===== src/rtl/rvvLitePkg.sv =====
// Shared types for the vector-configuration issue path: FSM state encoding,
// the decoded VSET* instruction, and the vl zero-extension helper.
package rvvLitePkg;

    typedef enum logic [1:0] {
        VCFG_IDLE   = 2'd0,
        VCFG_ISSUE  = 2'd1,
        VCFG_SETTLE = 2'd2,
        VCFG_RESP   = 2'd3
    } vcfg_issue_state_e;

    typedef enum logic [1:0] {
        VCFG_OP_VSETVLI  = 2'd0,
        VCFG_OP_VSETIVLI = 2'd1,
        VCFG_OP_VSETVL   = 2'd2
    } vcfg_op_e;

    typedef struct packed {
        vcfg_op_e    op;
        logic [4:0]  rd_addr;
        logic [4:0]  rs1_addr;   // doubles as uimm for VSETIVLI
        logic [10:0] vtypei;
    } vcfg_instruction_t;

    localparam int VCFG_MAX_W = 64;

    // Keep only the low vl_bits of vl; everything above is forced to zero.
    function automatic logic [VCFG_MAX_W-1:0] VCFG_RESP_ZEXT(
        input logic [VCFG_MAX_W-1:0] vl,
        input int                    vl_bits
    );
        logic [VCFG_MAX_W-1:0] mask;
        mask = '0;
        for (int i = 0; i < VCFG_MAX_W; i++) begin
            if (i < vl_bits) mask[i] = 1'b1;
        end
        return vl & mask;
    endfunction

endpackage


===== src/rtl/vcfg_issue.sv =====
// Initiator side of the VSET* configuration handshake: takes one request from
// the core, holds cfg_valid until the configuration unit acks, captures vl and
// returns it as the rd writeback response. One request in flight.
// Optional feature macro: VCFG_ISSUE_TIMEOUT_EN (abort ISSUE after
// TIMEOUT_CYCLES without ack, respond with resp_err=1).
module vcfg_issue
    import rvvLitePkg::*;
#(
    parameter int XLEN           = 32,
    parameter int VL_BITS        = 8,
    parameter int ID_W           = 4,
    parameter int TIMEOUT_CYCLES = 16
) (
    input  logic                     clk,
    input  logic                     rst,
    input  logic                     req_valid,
    output logic                     req_ready,
    input  vcfg_instruction_t        req_insn,
    input  logic [XLEN-1:0]          req_rs1,
    input  logic [XLEN-1:0]          req_rs2,
    input  logic [ID_W-1:0]          req_id,
    output logic                     cfg_valid,
    output vcfg_instruction_t        cfg_insn,
    output logic [1:2][XLEN-1:0]     cfg_rf,
    input  logic                     cfg_ack,
    input  logic [VL_BITS-1:0]       cfg_vl,
    output logic                     resp_valid,
    input  logic                     resp_ready,
    output logic [XLEN-1:0]          resp_data,
    output logic [ID_W-1:0]          resp_id,
    output logic [4:0]               resp_rd,
    output logic                     resp_err
);

    // Reject configurations the datapath cannot represent.
    if (TIMEOUT_CYCLES < 1 || VL_BITS > XLEN || XLEN > VCFG_MAX_W) begin : g_param_check
        $error("vcfg_issue: unsupported parameter combination");
    end

    vcfg_issue_state_e state_q, state_d;
    logic              accept;
    logic              timeout_hit;

`ifdef VCFG_ISSUE_TIMEOUT_EN
    localparam int TO_W = $clog2(TIMEOUT_CYCLES + 1);
    logic [TO_W-1:0] to_cnt;

    // Dwell counter: cleared when a request is accepted (i.e. on ISSUE entry),
    // counts every ISSUE cycle; ISSUE is left once it hits TIMEOUT_CYCLES.
    always_ff @(posedge clk or posedge rst) begin
        if (rst)                         to_cnt <= '0;
        else if (accept)                 to_cnt <= '0;
        else if (state_q == VCFG_ISSUE)  to_cnt <= to_cnt + TO_W'(1);
    end
`endif

    // State register.
    always_ff @(posedge clk or posedge rst) begin
        if (rst) state_q <= VCFG_IDLE;
        else     state_q <= state_d;
    end

    // Next-state logic; an ack outside ISSUE has no effect.
    always_comb begin
        state_d = state_q;
        case (state_q)
            VCFG_IDLE:   if (req_valid) state_d = VCFG_ISSUE;
            VCFG_ISSUE:  if (cfg_ack)          state_d = VCFG_SETTLE;
                         else if (timeout_hit) state_d = VCFG_RESP;
            VCFG_SETTLE: state_d = VCFG_RESP;
            VCFG_RESP:   if (resp_ready) state_d = VCFG_IDLE;
            default:     state_d = VCFG_IDLE;
        endcase
    end

    // Decoded controls: req_ready straight from state, no skid buffer.
    always_comb begin
        req_ready   = (state_q == VCFG_IDLE);
        accept      = req_ready & req_valid;
`ifdef VCFG_ISSUE_TIMEOUT_EN
        timeout_hit = (state_q == VCFG_ISSUE) && (to_cnt == TO_W'(TIMEOUT_CYCLES));
`else
        timeout_hit = 1'b0;
`endif
    end

    // Registered outputs. cfg_valid/resp_valid follow the next state so both
    // are clean flops; passing through SETTLE and RESP leaves cfg_valid low for
    // at least two cycles before the next request can raise it again.
    always_ff @(posedge clk or posedge rst) begin
        if (rst) begin
            cfg_valid  <= 1'b0;
            cfg_insn   <= '0;
            cfg_rf     <= '0;
            resp_valid <= 1'b0;
            resp_data  <= '0;
            resp_id    <= '0;
            resp_rd    <= '0;
        end else begin
            cfg_valid  <= (state_d == VCFG_ISSUE);
            resp_valid <= (state_d == VCFG_RESP);
            if (accept) begin
                cfg_insn  <= req_insn;
                cfg_rf[1] <= req_rs1;
                cfg_rf[2] <= req_rs2;
                resp_id   <= req_id;
                resp_rd   <= req_insn.rd_addr;
            end
            if (state_q == VCFG_SETTLE)
                resp_data <= XLEN'(VCFG_RESP_ZEXT(VCFG_MAX_W'(cfg_vl), VL_BITS));
            else if (timeout_hit && !cfg_ack)
                resp_data <= '0;
        end
    end

`ifdef VCFG_ISSUE_TIMEOUT_EN
    // Error flag: cleared per request, set when ISSUE is abandoned.
    always_ff @(posedge clk or posedge rst) begin
        if (rst)                          resp_err <= 1'b0;
        else if (accept)                  resp_err <= 1'b0;
        else if (timeout_hit && !cfg_ack) resp_err <= 1'b1;
    end
`else
    assign resp_err = 1'b0;
`endif

endmodule


===== config.mk =====
export PLATFORM = sky130hd
export DESIGN_NAME = vcfg_issue
export DESIGN_NICKNAME = d
export VERILOG_FILES = /design/src/rtl/rvvLitePkg.sv /design/src/rtl/vcfg_issue.sv
export SDC_FILE = /design/constraint.sdc
export NUM_CORES = 1
export LEC_CHECK = 0
export CORE_MARGIN = 2
export CORE_UTILIZATION = 43
export CTS_CLUSTER_DIAMETER = 50
export DETAILED_ROUTE_END_ITERATION = 8
export PLACE_DENSITY_LB_ADDON = 0.2
export SYNTH_ARGS = -nofsm -noshare
export SYNTH_HDL_FRONTEND = slang
export SYNTH_SLANG_ARGS = --single-unit
export TNS_END_PERCENT = 50

===== constraint.sdc =====
create_clock -name clk -period 6.6 [get_ports clk]
set_input_delay 1.32 -clock clk [delete_from_list [all_inputs] [get_ports clk]]
set_output_delay 1.32 -clock clk [all_outputs]
set_load 0.1 [all_outputs]

==> impl_metrics.ini, run 1 <==
[floorplanning]
start_util_pct = 44.07
die_y_microns = 106.6
pin_count = 236
fp-row-count = 37
core_area_sq_um = 10280
die_x_microns = 106.6
dieArea_sq_um = 11370

[placement]
portBuffers = 210
hpwl_microns = 7028
dp_cells = 589
gp_congestion = 0.7270

[final_layout]
n_fill_cell = 814
layout_commonest_cell = clkdlybuf4s50_1
antennaDiodeCount = 0
final_cell_mix = clkdlybuf4s50_1, dfrtp_1, mux2_4, conb_1, clkbuf_8
multi_input_comb_area_sq_um = 1619
areaGrowthSynthToFinish_pct = 47.43
fin_cells = 605
regArea_sq_um = 2577
num-nets-final = 568
drive_above_1_share_pct = 25.16

[clock_tree]
insertion_delay_ps = 360
htree_num_levels = 3
clk_pin_slew_ps = 90
cts_hold_buf = 0
post_cts_buffers = 0
numCtsBuffers = 9
cts.sinks = 103
cts_root_buf = clkbuf_8
cts_resized = 0
cts_buffer_depth = 2
tritoncts = yes

[global_routing]
grt_antenna_before_repair = 0
grt_pass1_wl_microns = 15400
gr-total-overflow = 0
first_global_vias = 2913
grt_start_max_net_pins = 53
grt_use_total_pct = 17.53

[logic_synthesis]
synth_xor_area_share_pct = 0
yosys_warnings = 0
synthCells = 257
synth_compound_area_share_pct = 0.4696
synth_mux_area_share_pct = 32.07
synth.distinct_cells = 16
synth.cell_area_sq_um = 4529
yosysSeqAreaShare_pct = 56.91
synth_top_family_by_area = multiplexers
avgSynthCellArea_sq_um = 17.62
synthAdderAreaFrac_pct = 0
synthSimpleGateAreaFrac_pct = 0.9945
synth_seq_cells = 103

[hold_path]
hold_depth = 1
min_path_type = register to register
hold_path_startpoint = cfg_rf[13]
hold_end = cfg_rf[13]

[job]
cap_violations = 0

[detailed_routing]
dr.pass1.iters = 4
avgRoutedWirePerCell_microns = 16.22
viasPerCell = 4.481
initialDrtViolationCount = 59
antenna_left = 0
vias = 2711
detail_route.drc_violations = 0
wl_microns = 9812

[sta]
slew_violations = 0
setup_violations = 0
skew_ps = 11.68
fin_crit_ps = 3416
fmaxAchievable_mhz = 292.7
hold_viol_final = 0
worstMarginPinSlew_ps = 1026
slew_headroom_pct = 31.41
rsz0062_at_grt = false
fin_crit_sh_pct = 51.76
setup_tns_ps = 0

[status]
status = completed

[setup_path]
r2r_cells = 3
required_ps = 5280
cp.depth = 2
worstReg2RegEnd = cfg_rf[20]
crit_arrival_ps = 2100
crit_path_max_fanout = 8
cp_cell_sequence = nor2_1 > clkdlybuf4s50_1
slowest_stage = clkdlybuf4s50_1
start_kind = register
max_stage_delay_ps = 1140
ff2ff_setup_slack_ps = 4620
path_class = register to primary output
cp-end-kind = primary output
critical-path-top-delay-family = buffers and inverters
cp_num_buf_inv = 1
timing.rr.start = state_q[0]
-- cells by family (layout without fill, tap and decap cells) --
group | count (synthesis) | after routing
other | 1 | 25
multiplexers | 99 | 99
flip-flops | 103 | 103
buffers and inverters | 43 | 231
AO/OA/AOI/OAI | 4 | 4
AND/OR/NAND/NOR | 7 | 7
-- per-layer routing --
| layer | part of all wire [%] | wire, microns | global-route usage (%) | up-vias |
|---|---|---|---|---|
| met1 | 43 | 4205 | 22.80 | 1335 |
| met2 | 45 | 4459 | 26.84 | 140 |
| met3 | 11 | 1043 | 7.173 | 7 |
| li1 | - | - | - | 1229 |
| met5 | 0 | 0 | 0 | - |
| met4 | 1.1 | 104 | 5.566 | 0 |
-- flip-flops by register name, indices dropped and copies added, names as in the netlist --
name        flops
cfg_insn       23
cfg_rf         64
resp_data       8
resp_valid      1
state_q         2
cfg_valid       1
resp_id         4
-- stage by stage --
stage               utilization [%]  hold slack, ps  setup slack [ps]  area (sq um)
detailed placement            63.26           491.1              3307          6501
CTS                           64.97           516.8              3166          6678
global route                  64.97           532.0              3132          6678
floorplan                         -           496.9              2576          4619
finish                        64.97           512.1              3184          6678
global placement              63.26           488.7              3326          6501
-- layout make-up --
class | count | share of cell area, %
flip-flops and latches | 103 | 38.60
repair buffers | 213 | 31.82
clock inverters | 4 | 0.4684
inverters | 2 | 0.1499
multi-input cells | 135 | 24.25
well taps | 136 | 2.548
clock buffers | 12 | 2.174
-- worst max path at each step --
stage / slack, ps / to / start
2_1_floorplan: 2580 / cfg_insn[0] / rst
3_3_place_gp: 3330 / cfg_rf[20] / req_valid
3_5_place_dp: 3310 / cfg_rf[20] / req_valid
4_1_cts: 3170 / req_ready / state_q[0]
5_1_grt: 3130 / req_ready / state_q[0]
6_report: 3180 / req_ready / state_q[0]
-- Yosys cell counts --
library cell / instances / share of area, %
buf_12: 9 / 4.0
mux2_2: 9 / 2.2
inv_1: 2 / 0.17
nor2_1: 2 / 0.17
mux2_4: 90 / 30
buf_6: 1 / 0.25
a21oi_1: 3 / 0.33
buf_2: 1 / 0.11
nor3b_2: 1 / 0.28
conb_1: 1 / 0.083
buf_4: 30 / 5.0
nand2b_1: 2 / 0.28
a31oi_1: 1 / 0.14
and3_1: 1 / 0.14
dfrtp_1: 103 / 57
nor2b_1: 1 / 0.14
Power of run 1 is left out: the tool's default activity adds up to more than one toggle a clock period on the data nets, which glitch-free logic cannot reach.
==> run 2, diff against run 1 <==
--- a/config.mk
+++ b/config.mk
@@ -6,7 +6,7 @@
 export NUM_CORES = 1
 export LEC_CHECK = 0
 export CORE_MARGIN = 2
-export CORE_UTILIZATION = 43
+export CORE_UTILIZATION = 40
 export CTS_CLUSTER_DIAMETER = 50
 export DETAILED_ROUTE_END_ITERATION = 8
 export PLACE_DENSITY_LB_ADDON = 0.2
==> constraint.sdc (replaced) <==
create_clock -name clk -period 3.4 [get_ports clk]
set_input_delay 0.68 -clock clk [delete_from_list [all_inputs] [get_ports clk]]
set_output_delay 0.68 -clock clk [all_outputs]
set_load 0.1 [all_outputs]
==> run 2 against run 1 <==
  * Non-clock buffer count unchanged
  * Critical path type unchanged
  * Clock-buffer cell count decreased by 1
  * Register-to-register slack got worse by 3000 ps
  * Via count increased by 1.1%
  * Die area increased by 7.2%
  * Clock skew decreased by 4.9 ps
  * Utilization decreased by 3.3 points
  * Cell area increased by 0.92%
  * Global-route usage decreased by 0.58 points
==> impl_metrics.ini, run 2 (synthesized netlist as in run 1, its figures left out) <==
[status]
status = completed

[clock_tree]
insertion_delay_ps = 340
htree_num_levels = 3
tritoncts = yes
cts.sinks = 103
post_cts_buffers = 0
cts_hold_buf = 0
cts_root_buf = clkbuf_16
clk_pin_slew_ps = 70
cts_resized = 0
cts_buffer_depth = 2
numCtsBuffers = 9

[floorplanning]
pin_count = 236
core_area_sq_um = 10940
die_y_microns = 110.4
fp-row-count = 38
die_x_microns = 110.4
start_util_pct = 41.42
dieArea_sq_um = 12190

[setup_path]
cp_num_buf_inv = 1
ff2ff_setup_slack_ps = 1610
cp-end-kind = primary output
required_ps = 2720
start_kind = register
cp.depth = 1
cp_cell_sequence = clkdlybuf4s50_1
slowest_stage = clkdlybuf4s50_1
r2r_cells = 3
crit_path_max_fanout = 2
crit_arrival_ps = 1850
critical-path-top-delay-family = buffers and inverters
max_stage_delay_ps = 1150
path_class = register to primary output

[detailed_routing]
wl_microns = 10120
initialDrtViolationCount = 93
avgRoutedWirePerCell_microns = 16.62
dr.pass1.iters = 4
viasPerCell = 4.501
vias = 2741
detail_route.drc_violations = 0
antenna_left = 0

[sta]
skew_ps = 6.779
fin_crit_ps = 2531
setup_tns_ps = 0
hold_viol_final = 0
rsz0062_at_grt = false
setup_violations = 0
worstMarginPinSlew_ps = 1009
fin_crit_sh_pct = 74.43
fmaxAchievable_mhz = 395.2
timing.hold.ws_ps = 511.2
slew_violations = 0
slew_headroom_pct = 32.54

[global_routing]
use_met2_pct = 28.63
gr-total-overflow = 0
first_global_vias = 2982
grt_use_met1_pct = 20.76
grt_antenna_before_repair = 0
grt_most_used_layer = met2
grt_util_met3_pct = 4.555
grt_use_total_pct = 16.94
grt_pass1_wl_microns = 16530
grt_start_max_net_pins = 71

[job]
cap_violations = 0

[placement]
dpl_cell_area_sq_um = 6424
hpwl_microns = 7348
portBuffers = 210
gp_congestion = 0.7486

[final_layout]
layout_commonest_cell = clkdlybuf4s50_1
final_area_sq_um = 6739
drive_above_1_share_pct = 34.33
top_regs = cfg_rf (64), cfg_insn (23), resp_data (8)
areaGrowthSynthToFinish_pct = 48.78
largest_reg_flops = 64
num-nets-final = 568
final_cell_mix = clkdlybuf4s50_1, dfrtp_1, mux2_4, buf_4, conb_1
regMostFlops = cfg_rf
antennaDiodeCount = 0

[hold_path]
min_path_type = register to register
hold_depth = 1
## run 2: changes by cell type in the layout (fill, tap and decap cells not counted)
cell | before | now
clkdlybuf4s50_1 | 210 | 167
buf_4 | 3 | 44
clkbuf_8 | 10 | 0
clkbuf_16 | 0 | 9
buf_12 | 0 | 2
bufinv_16 | 0 | 2
clkinv_4 | 1 | 0
## run 2: cell type report
class / count / area (sq um)
multi-input combinational: 135 / 1619
inverter: 2 / 10.01
tap: 140 / 175.2
fill: 858 / 4197
timing repair buffer: 213 / 2042
clock buffer: 11 / 232.7
clock inverter: 5 / 82.58
sequential: 103 / 2577
## run 2: routing by layer
layer	routed length (microns)	vias to the layer above
met5	0	-
li1	-	1235
met3	640	13
met2	5077	126
met4	170	0
met1	4234	1367
## run 2: worst reg2reg max path: cells and delay by family, from the launching register on
| family | cells | cell delay [ps] |
|---|---|---|
| buffers and inverters | 1 | 520 |
| DFF | 1 | 460 |
| muxes | 1 | 420 |
| and+or+nand+nor | 1 | 280 |
## run 2: worst paths after layout
path / startpoint / to
max: cfg_rf[17] / cfg_rf[17]
min: cfg_rf[30] / cfg_rf[30]
max reg2reg: state_q[1] / cfg_rf[20]
min reg2reg: cfg_rf[30] / cfg_rf[30]
max in group asynchronous: rst / state_q[0]
min in group asynchronous: rst / resp_data[6]
## run 2: through the flow
stage                     util, %  cells  worst slack (ps)
after floorplan                 -    281             16.16
after global placement      58.74    593             938.1
after detailed placement    58.74    593             927.1
after CTS                   61.62    609             844.3
after global routing        61.62    609             820.9
final                       61.62    609             869.4
Power of run 2 is left out for the same reason.
==> run 3, diff against run 2 <==
==> constraint.sdc (replaced) <==
create_clock -name clk -period 2.6 [get_ports clk]
set_input_delay 0.52 -clock clk [delete_from_list [all_inputs] [get_ports clk]]
set_output_delay 0.52 -clock clk [all_outputs]
set_load 0.1 [all_outputs]
==> run 3 against run 2 <==
  * Clock-buffer cell count shrank 1
  * Via count decreased by 0.62%
  * Cell area decreased by 0.98%
  * First-iteration DRC count down 32%
  * Flip-flop and latch count did not move
  * Die area unchanged
  * Final cell count rose by 0.82%
  * Hold slack lost 0.68 ps
  * Critical path depth up 4
  * Utilization down 0.61 points
  * Global-route usage is 0.46 points lower
  * Sequential share of layout area is 0.38 points higher
==> impl_metrics.ini, run 3 (synthesized netlist as in run 1, its figures left out) <==
[clock_tree]
insertion_delay_ps = 330
post_cts_buffers = 0
cts_resized = 0
htree_num_levels = 3
cts_root_buf = clkbuf_16
cts_hold_buf = 0
numCtsBuffers = 9
clk_pin_slew_ps = 60
tritoncts = yes
cts.sinks = 103
cts_buffer_depth = 2

[final_layout]
final_cell_mix = buf_4, dfrtp_1, clkdlybuf4s50_1, mux2_4, conb_1
largest_reg_flops = 64
regMostFlops = cfg_rf
n_fill_cell = 879
areaGrowthSynthToFinish_pct = 47.32
top_regs = cfg_rf (64), cfg_insn (23), resp_data (8)
antennaDiodeCount = 0
drive_above_1_share_pct = 48.73
layout_commonest_cell = buf_4
num-nets-final = 574
final_area_sq_um = 6673

[sta]
skew_ps = 3.606
setup_violations = 0
fin_crit_sh_pct = 72.97
setup_tns_ps = 0
rsz0062_at_grt = false
fin_crit_ps = 1897
slew_violations = 0
timing.hold.ws_ps = 510.6
fmaxAchievable_mhz = 527.1
slew_headroom_pct = 56.37
hold_viol_final = 0
worstMarginPinSlew_ps = 653.2

[detailed_routing]
dr.pass1.iters = 4
vias = 2724
antenna_left = 0
wl_microns = 9966
initialDrtViolationCount = 63
detail_route.drc_violations = 0
avgRoutedWirePerCell_microns = 16.23
viasPerCell = 4.436

[placement]
hpwl_microns = 7459
dpl_cell_area_sq_um = 6385
gp_congestion = 0.7429
portBuffers = 210

[global_routing]
grt_start_max_net_pins = 30
gr-total-overflow = 0
grt_antenna_before_repair = 0
grt_use_total_pct = 16.48
grt_pass1_wl_microns = 16040
first_global_vias = 2879

[setup_path]
required_ps = 2810
crit_arrival_ps = 2110
cp-end-kind = register
worstReg2RegEnd = cfg_rf[32]
r2r_cells = 4
ff2ff_setup_slack_ps = 860
path_class = input pin to register
start_kind = input pin
timing.rr.start = state_q[1]
crit_path_max_fanout = 28

[hold_path]
hold_path_startpoint = cfg_rf[19]
hold_depth = 1
min_path_type = register to register
hold_end = cfg_rf[19]

[floorplanning]
die_y_microns = 110.4
fp-row-count = 38
die_x_microns = 110.4
start_util_pct = 41.42
pin_count = 236
core_area_sq_um = 10940
dieArea_sq_um = 12190

[status]
status = completed

[job]
cap_violations = 0
## run 3: metal layers
metal / vias to the layer above / GRT usage (%) / share of wire [%]
li1: 1245 / - / -
met1: 1342 / 21.43 / 42
met2: 125 / 26.79 / 50
met3: 12 / 4.665 / 6.7
met4: 0 / 5.167 / 1.7
met5: - / 0 / 0
## run 3: worst max path at each step
stage                    start  slack (ps)            to  cells past startpoint
floorplan           state_q[1]         380     req_ready                      1
global route         req_valid         660  cfg_insn[17]                      5
global placement     req_valid         390    cfg_rf[39]                      5
finish               req_valid         700    cfg_rf[32]                      5
detailed placement   req_valid         360    cfg_rf[35]                      5
CTS                  req_valid         710    cfg_rf[35]                      5
## run 3: stage by stage
stage                     setup slack (ps)  util, %  cells
final                                702.9    61.02    614
after global routing                 662.8    61.02    614
after CTS                            711.1    61.02    614
after detailed placement             355.8    58.39    599
after global placement               389.2    58.39    599
after floorplan                      384.1        -    281
## run 3: layout make-up
cell class / instances / area [sq um] / area share (%)
clock buffers: 10 / 229.0 / 3.431
clock inverters: 5 / 58.81 / 0.8813
inverters: 2 / 11.26 / 0.1688
multi-input cells: 135 / 1619 / 24.26
flip-flops and latches: 103 / 2577 / 38.63
well taps: 140 / 175.2 / 2.625
repair buffers: 219 / 2002 / 30.00
## run 3: critical path, stage by stage
cell and delay [ps]:
clkdlybuf4s50_1 470, nor3b_4 300, buf_12 280, buf_4 210, mux2_4 310
Power of run 3 is left out for the same reason.
